--- config.mk ---
export PLATFORM = sky130hd
export DESIGN_NAME = color_decoder
export DESIGN_NICKNAME = d
export VERILOG_FILES = /design/src/rtl/color_decoder_pkg.sv /design/src/rtl/color_palette_regs.sv /design/src/rtl/color_decoder.sv
export SDC_FILE = /design/constraint.sdc
export NUM_CORES = 1
export LEC_CHECK = 0
export CAP_MARGIN = 20
export CORE_ASPECT_RATIO = 0.75
export CORE_MARGIN = 3
export CORE_UTILIZATION = 43
export CTS_CLUSTER_DIAMETER = 40
export DETAILED_ROUTE_END_ITERATION = 7
export PLACE_DENSITY = 0.73
export SYNTH_ARGS = -nofsm -noshare
export SYNTH_HDL_FRONTEND = slang
export SYNTH_HIERARCHICAL = 1
export SYNTH_SLANG_ARGS = --single-unit
--- constraint.sdc ---
create_clock -name CLK -period 2.57 [get_ports CLK]
set_clock_uncertainty 0.2 [all_clocks]
set_input_delay 0.514 -clock CLK [delete_from_list [all_inputs] [get_ports CLK]]
set_output_delay 0.514 -clock CLK [all_outputs]
set_load 0.05 [all_outputs]
--- src/rtl/color_decoder_pkg.sv ---
// Shared colour definitions for the colour decoder: the RGB565 pixel type,
// the sixteen named palette colours and the default palette table used by
// both the reset path of the writable palette and the constant ROM.
package color_decoder_pkg;

  typedef logic [15:0] rgb565_t;
  typedef rgb565_t     palette_t [16];

  localparam rgb565_t BLACK      = 16'h0000;
  localparam rgb565_t NAVY       = 16'h000F;
  localparam rgb565_t DARK_GREEN = 16'h03E0;
  localparam rgb565_t DARK_CYAN  = 16'h03EF;
  localparam rgb565_t MAROON     = 16'h7800;
  localparam rgb565_t PURPLE     = 16'h780F;
  localparam rgb565_t OLIVE      = 16'h7BE0;
  localparam rgb565_t LIGHT_GREY = 16'hC618;
  localparam rgb565_t DARK_GREY  = 16'h7BEF;
  localparam rgb565_t BLUE       = 16'h001F;
  localparam rgb565_t GREEN      = 16'h07E0;
  localparam rgb565_t CYAN       = 16'h07FF;
  localparam rgb565_t RED        = 16'hF800;
  localparam rgb565_t MAGENTA    = 16'hF81F;
  localparam rgb565_t YELLOW     = 16'hFFE0;
  localparam rgb565_t WHITE      = 16'hFFFF;

  // Element 0 is palette index 0.
  localparam palette_t DEFAULT_PALETTE = '{
    BLACK, NAVY, DARK_GREEN, DARK_CYAN,
    MAROON, PURPLE, OLIVE, LIGHT_GREY,
    DARK_GREY, BLUE, GREEN, CYAN,
    RED, MAGENTA, YELLOW, WHITE
  };

  function automatic rgb565_t default_color(input logic [3:0] idx);
    return DEFAULT_PALETTE[idx];
  endfunction

endpackage

--- src/rtl/color_palette_regs.sv ---
// Palette storage for the colour decoder. Combinational read port; the
// caller registers the result, so a write and a read of the same entry in
// one cycle returns the pre-write value.
// Macro COLOR_DECODER_PALETTE_WR_EN: defined -> 16x16 register file with a
// write port and asynchronous restore to the default palette; undefined ->
// constant ROM holding the default palette (no clock, reset or write port).
module color_palette_regs
  import color_decoder_pkg::*;
(
`ifdef COLOR_DECODER_PALETTE_WR_EN
  input  logic      clk,
  input  logic      rst_n,
  input  logic      we,
  input  logic [3:0] wr_addr,
  input  rgb565_t   wr_data,
`endif
  input  logic [3:0] rd_addr,
  output rgb565_t   rd_data
);

`ifdef COLOR_DECODER_PALETTE_WR_EN
  rgb565_t mem [16];

  // Register file: reset restores defaults, otherwise one write per strobe.
  always_ff @(posedge clk or negedge rst_n) begin
    if (!rst_n) begin
      for (int i = 0; i < 16; i++) begin
        mem[i] <= DEFAULT_PALETTE[i];
      end
    end else if (we) begin
      mem[wr_addr] <= wr_data;
    end
  end

  assign rd_data = mem[rd_addr];
`else
  assign rd_data = default_color(rd_addr);
`endif

endmodule

--- src/rtl/color_decoder.sv ---
// Colour decoder: maps a 4-bit pixel colour index to an RGB565 word through
// a 16-entry palette with one cycle of latency. out_valid follows in_valid
// one cycle later; Output holds its last value between valid pixels.
// Macro COLOR_DECODER_PALETTE_WR_EN adds the pal_we/pal_addr/pal_data write
// port and makes the palette writable; without it the palette is a ROM.
module color_decoder
  import color_decoder_pkg::*;
#(
  parameter logic [3:0] RESET_INDEX = 4'hF
) (
  input  logic       CLK,
  input  logic       Reset,
  input  logic [3:0] Input,
  input  logic       in_valid,
`ifdef COLOR_DECODER_PALETTE_WR_EN
  input  logic       pal_we,
  input  logic [3:0] pal_addr,
  input  rgb565_t    pal_data,
`endif
  output rgb565_t    Output,
  output logic       out_valid
);

  rgb565_t color_p0;
  rgb565_t color_p1;
  logic    vld_p1;

  color_palette_regs u_palette (
`ifdef COLOR_DECODER_PALETTE_WR_EN
    .clk     (CLK),
    .rst_n   (Reset),
    .we      (pal_we),
    .wr_addr (pal_addr),
    .wr_data (pal_data),
`endif
    .rd_addr (Input),
    .rd_data (color_p0)
  );

  // p0 -> p1: register the looked-up colour on valid pixels; reset shows the
  // reset colour and drops any pixel in flight.
  always_ff @(posedge CLK or negedge Reset) begin
    if (!Reset) begin
      color_p1 <= default_color(RESET_INDEX);
      vld_p1   <= 1'b0;
    end else begin
      vld_p1 <= in_valid;
      if (in_valid) begin
        color_p1 <= color_p0;
      end
    end
  end

  assign Output    = color_p1;
  assign out_valid = vld_p1;

endmodule

==> Implementation_results.wiki <==
{| class="wikitable"
! Metric !! Value
|-
| Worst slew margin relative to its limit || 52.29%
|-
| Lkg Pwr || about 0.44 nW
|-
| Largest fanout of any net on the critical path || 2
|-
| Data required time at the worst endpoint || around 1.9 ns
|-
| Antenna violations before repair || 0
|-
| FILL cells || between 150 and 200
|-
| Starting DRC count in detailed routing || 2
|-
| Worst Setup Slack, final || roughly 0.22 ns
|-
| Combined global-route utilization of all metal layers || between 10 and 15%
|-
| Setup-failing EPs final || 0
|-
| Crit end category || output port
|-
| Antenna violation net count after detailed routing || 0
|-
| Count of boundary I/O pins || 24
|-
| Clock H-tree levels || 1
|-
| Number of warnings issued by yosys || 6
|-
| Total negative setup slack || 0 ns
|-
| Final Hold Vio Count || 0
|-
| Family of cells with the greatest summed delay on the critical path || buffers and inverters
|-
| CP peak stage delay || around 0.80 ns
|-
| Synthesized Nets || 72
|-
| Most used standard cell by instance count after synthesis || sky130_fd_sc_hd__dfstp_2
|-
| Global route overflow || 0
|-
| #FFs+latches synth || 17
|-
| Startpoint kind of the worst setup timing path || flop
|-
| # Max-Cap Violations || 0
|-
| Number of diodes || 0
|-
| Number of enable-type register cells in the synthesized netlist || 0
|-
| Count of mapped cells out of synthesis || 65
|-
| Worst Tran Pin Value || 0.7134 ns
|-
| Growth of design area from synthesis to finish || 22.59%
|-
| Number of setup buffers added after CTS || 0
|-
| Largest family of logic cells by synthesized area || multiplexers
|-
| Effective utilization at floorplan || approximately 48%
|-
| Number of nets in the final layout || ~90
|-
| Worst setup slack for register-to-register paths || between 1.5 and 2 ns
|-
| Worst Setup Slack post-DPL || 0.4633 ns
|-
| CTS-repair resized insts || 0
|-
| Synthesized area per cell || about 13 um^2
|-
| Area of the multi-input gates || approximately 320 um^2
|-
| Start-to-end type of the worst setup path || flop to output port
|-
| Drt drc || 0
|-
| Area of the die || roughly 2600 um^2
|-
| Largest net degree at the start of global routing || 18
|-
| Multiplexer fraction of the synthesized cell area || 25.04%
|-
| Via total after detailed routing || around 500
|-
| Post-CTS Hold Buffers || 0
|-
| First-pass GRT wire length || 2684 um
|-
| Asr flop ratio synth || 100.0%
|-
| Sequential cell area fraction in the yosys report || between 50% and 60%
|-
| Max Clk Rate || between 400 and 500 MHz
|-
| Slowest library cell on the worst path || sky130_fd_sc_hd__clkdlybuf4s50_1
|-
| Post-synthesis cell area || 869.6 um^2
|-
| Placer's final routability congestion estimate || approximately 0.77
|-
| Final HPWL from detailed placement || 1103 um
|-
| Detail-routed via count per cell || about 4.9
|-
| Period utilisation layout || between 90% and 100%
|-
| Number of max-slew violations in the final report || 0
|-
| Row cnt || 13
|-
| Buffer cell driving the clock tree root || sky130_fd_sc_hd__clkbuf_4
|-
| Compound-Gate Fraction of Synth Area || 7.338%
|-
| Quantity of I/O buffers inserted on ports || 23
|-
| Most numerous cell types in the synthesized netlist || sky130_fd_sc_hd__dfstp_2 (16), sky130_fd_sc_hd__mux2_4 (10), sky130_fd_sc_hd__buf_4 (7)
|-
| Arrival @ worst endpoint || ~1.6 ns
|-
| DRT Wirelength || about 1500 um
|-
| Number of buffers on the longest clock path || 2
|-
| Width of the die || ~58 um
|-
| Time the worst path needs with I/O delays and setup || between 2 and 2.5 ns
|-
| Clock edge transition at the registers on the reported setup and hold paths || 0.09 ns
|-
| Ys flop type || sky130_fd_sc_hd__dfstp_2
|-
| Routed length per placed instance || about 14 um
|-
| Dominant cells by area after synthesis || sky130_fd_sc_hd__dfstp_2 (48%), sky130_fd_sc_hd__mux2_4 (17%), sky130_fd_sc_hd__mux2_2 (7.8%)
|-
| Via count of the first global-routing pass || ~520
|-
| Power density cells || roughly 700 nW/um^2
|-
| Clock tree from TritonCTS || done
|-
| Total core area || ~1800 um^2
|-
| Synthesized-area fraction occupied by adder cells || 0%
|-
| Cell type with the largest total area after synthesis || sky130_fd_sc_hd__dfstp_2
|-
| Share of cells above drive strength 1 || 44.58%
|-
| Die span in y || ~45 um
|-
| Number of buffers added by the clock tree synthesis step || 3
|-
| Top cell type's share of synthesized area || around half
|-
| Worst path cell trace || clkdlybuf4s50_1
|-
| Router iterations before antenna repair || 4
|-
| CTS sink count || 17
|-
| Maximum ir drop on the vdd rail || 0.4094 mV
|-
| Basic-gate share of the synthesized area counting and, or, nand and nor cells || 4.604%
|-
| Result of the run || completed
|-
| Distinct cell type count after synthesis || 16
|-
| Class of the tightest hold or removal check || flop to flop
|-
| Later-pin clock latency in the skew report || between 0.2 and 0.3 ns
|-
| Smallest hold slack || 0.4206 ns
|-
| Register area || ~450 um^2
|-
| Number of buffer and inverter instances along the worst setup path || 1
|-
| Synth Area in XOR/XNOR || 0%
|-
| Setup repair after global routing missed its margin || false
|}
-- per-layer routing --
layer	wire, um	global-route usage, %
met1	653	18.05
met2	688	22.30
met4	12	4.167
met3	100	6.286
met5	0	0
-- where the power goes --
group | leakage (nW) | internal [W] | switching, W
Clock | 0.0150 | 0.0000603 | 0.0000768
Sequential | 0.180 | 0.000322 | 0.0000165
Combinational | 0.248 | 0.000106 | 0.000164
Total | 0.442 | 0.000489 | 0.000258
-- final timing paths --
path	startpoint	to	depth (start not counted)
worst max-delay path	Output[4]	Output[4]	1
worst min-delay path	Output[1]	Output[1]	1
worst max register to register	Output[3]	Output[3]	1
worst min register to register	Output[1]	Output[1]	1
max in group asynchronous	Reset	out_valid	1
min in group asynchronous	Reset	out_valid	1
-- logic make-up after synthesis --
group	count (synthesis)
buf+inv	12
flops	17
simple gates	8
mux	16
compound gates	12
-- stage by stage --
stage	cells	utilization [%]	instance area, um^2	total power, W
floorplan	65	-	869.6	0.0005453
global placement	101	57.07	1040	0.0006114
detailed placement	101	57.07	1040	0.0006161
CTS	105	58.52	1066	0.0007585
global route	105	58.52	1066	0.0007898
finish	105	58.52	1066	0.0007461
-- flip-flops by register name, indices dropped and copies added, names as in the netlist --
signal     count
out_valid      1
Output        16
-- final cells by class --
class / count / area share, %
clock buffer: 4 / 2.465
inverter: 2 / 0.7042
multi-input combinational: 36 / 30.16
sequential: 17 / 41.78
tap: 22 / 2.582
timing repair buffer: 24 / 22.30
-- layout by cell type (no fill, tap or decap) --
cell type and n:
sky130_fd_sc_hd__clkdlybuf4s50_1 23, sky130_fd_sc_hd__dfstp_2 16, sky130_fd_sc_hd__mux2_4 10, sky130_fd_sc_hd__mux2_2 6, sky130_fd_sc_hd__a21oi_1 6, sky130_fd_sc_hd__o21ai_1 4, sky130_fd_sc_hd__clkbuf_4 3, sky130_fd_sc_hd__nor2_1 3
sky130_fd_sc_hd__inv_1 2, sky130_fd_sc_hd__nand2b_1 2, sky130_fd_sc_hd__nor2b_1 2, sky130_fd_sc_hd__clkbuf_1 1, sky130_fd_sc_hd__dfrtp_1 1, sky130_fd_sc_hd__buf_4 1, sky130_fd_sc_hd__a31o_2 1, sky130_fd_sc_hd__o21ai_0 1
sky130_fd_sc_hd__nand2_1 1
No activity file was read; power rests on OpenSTA's default activity.
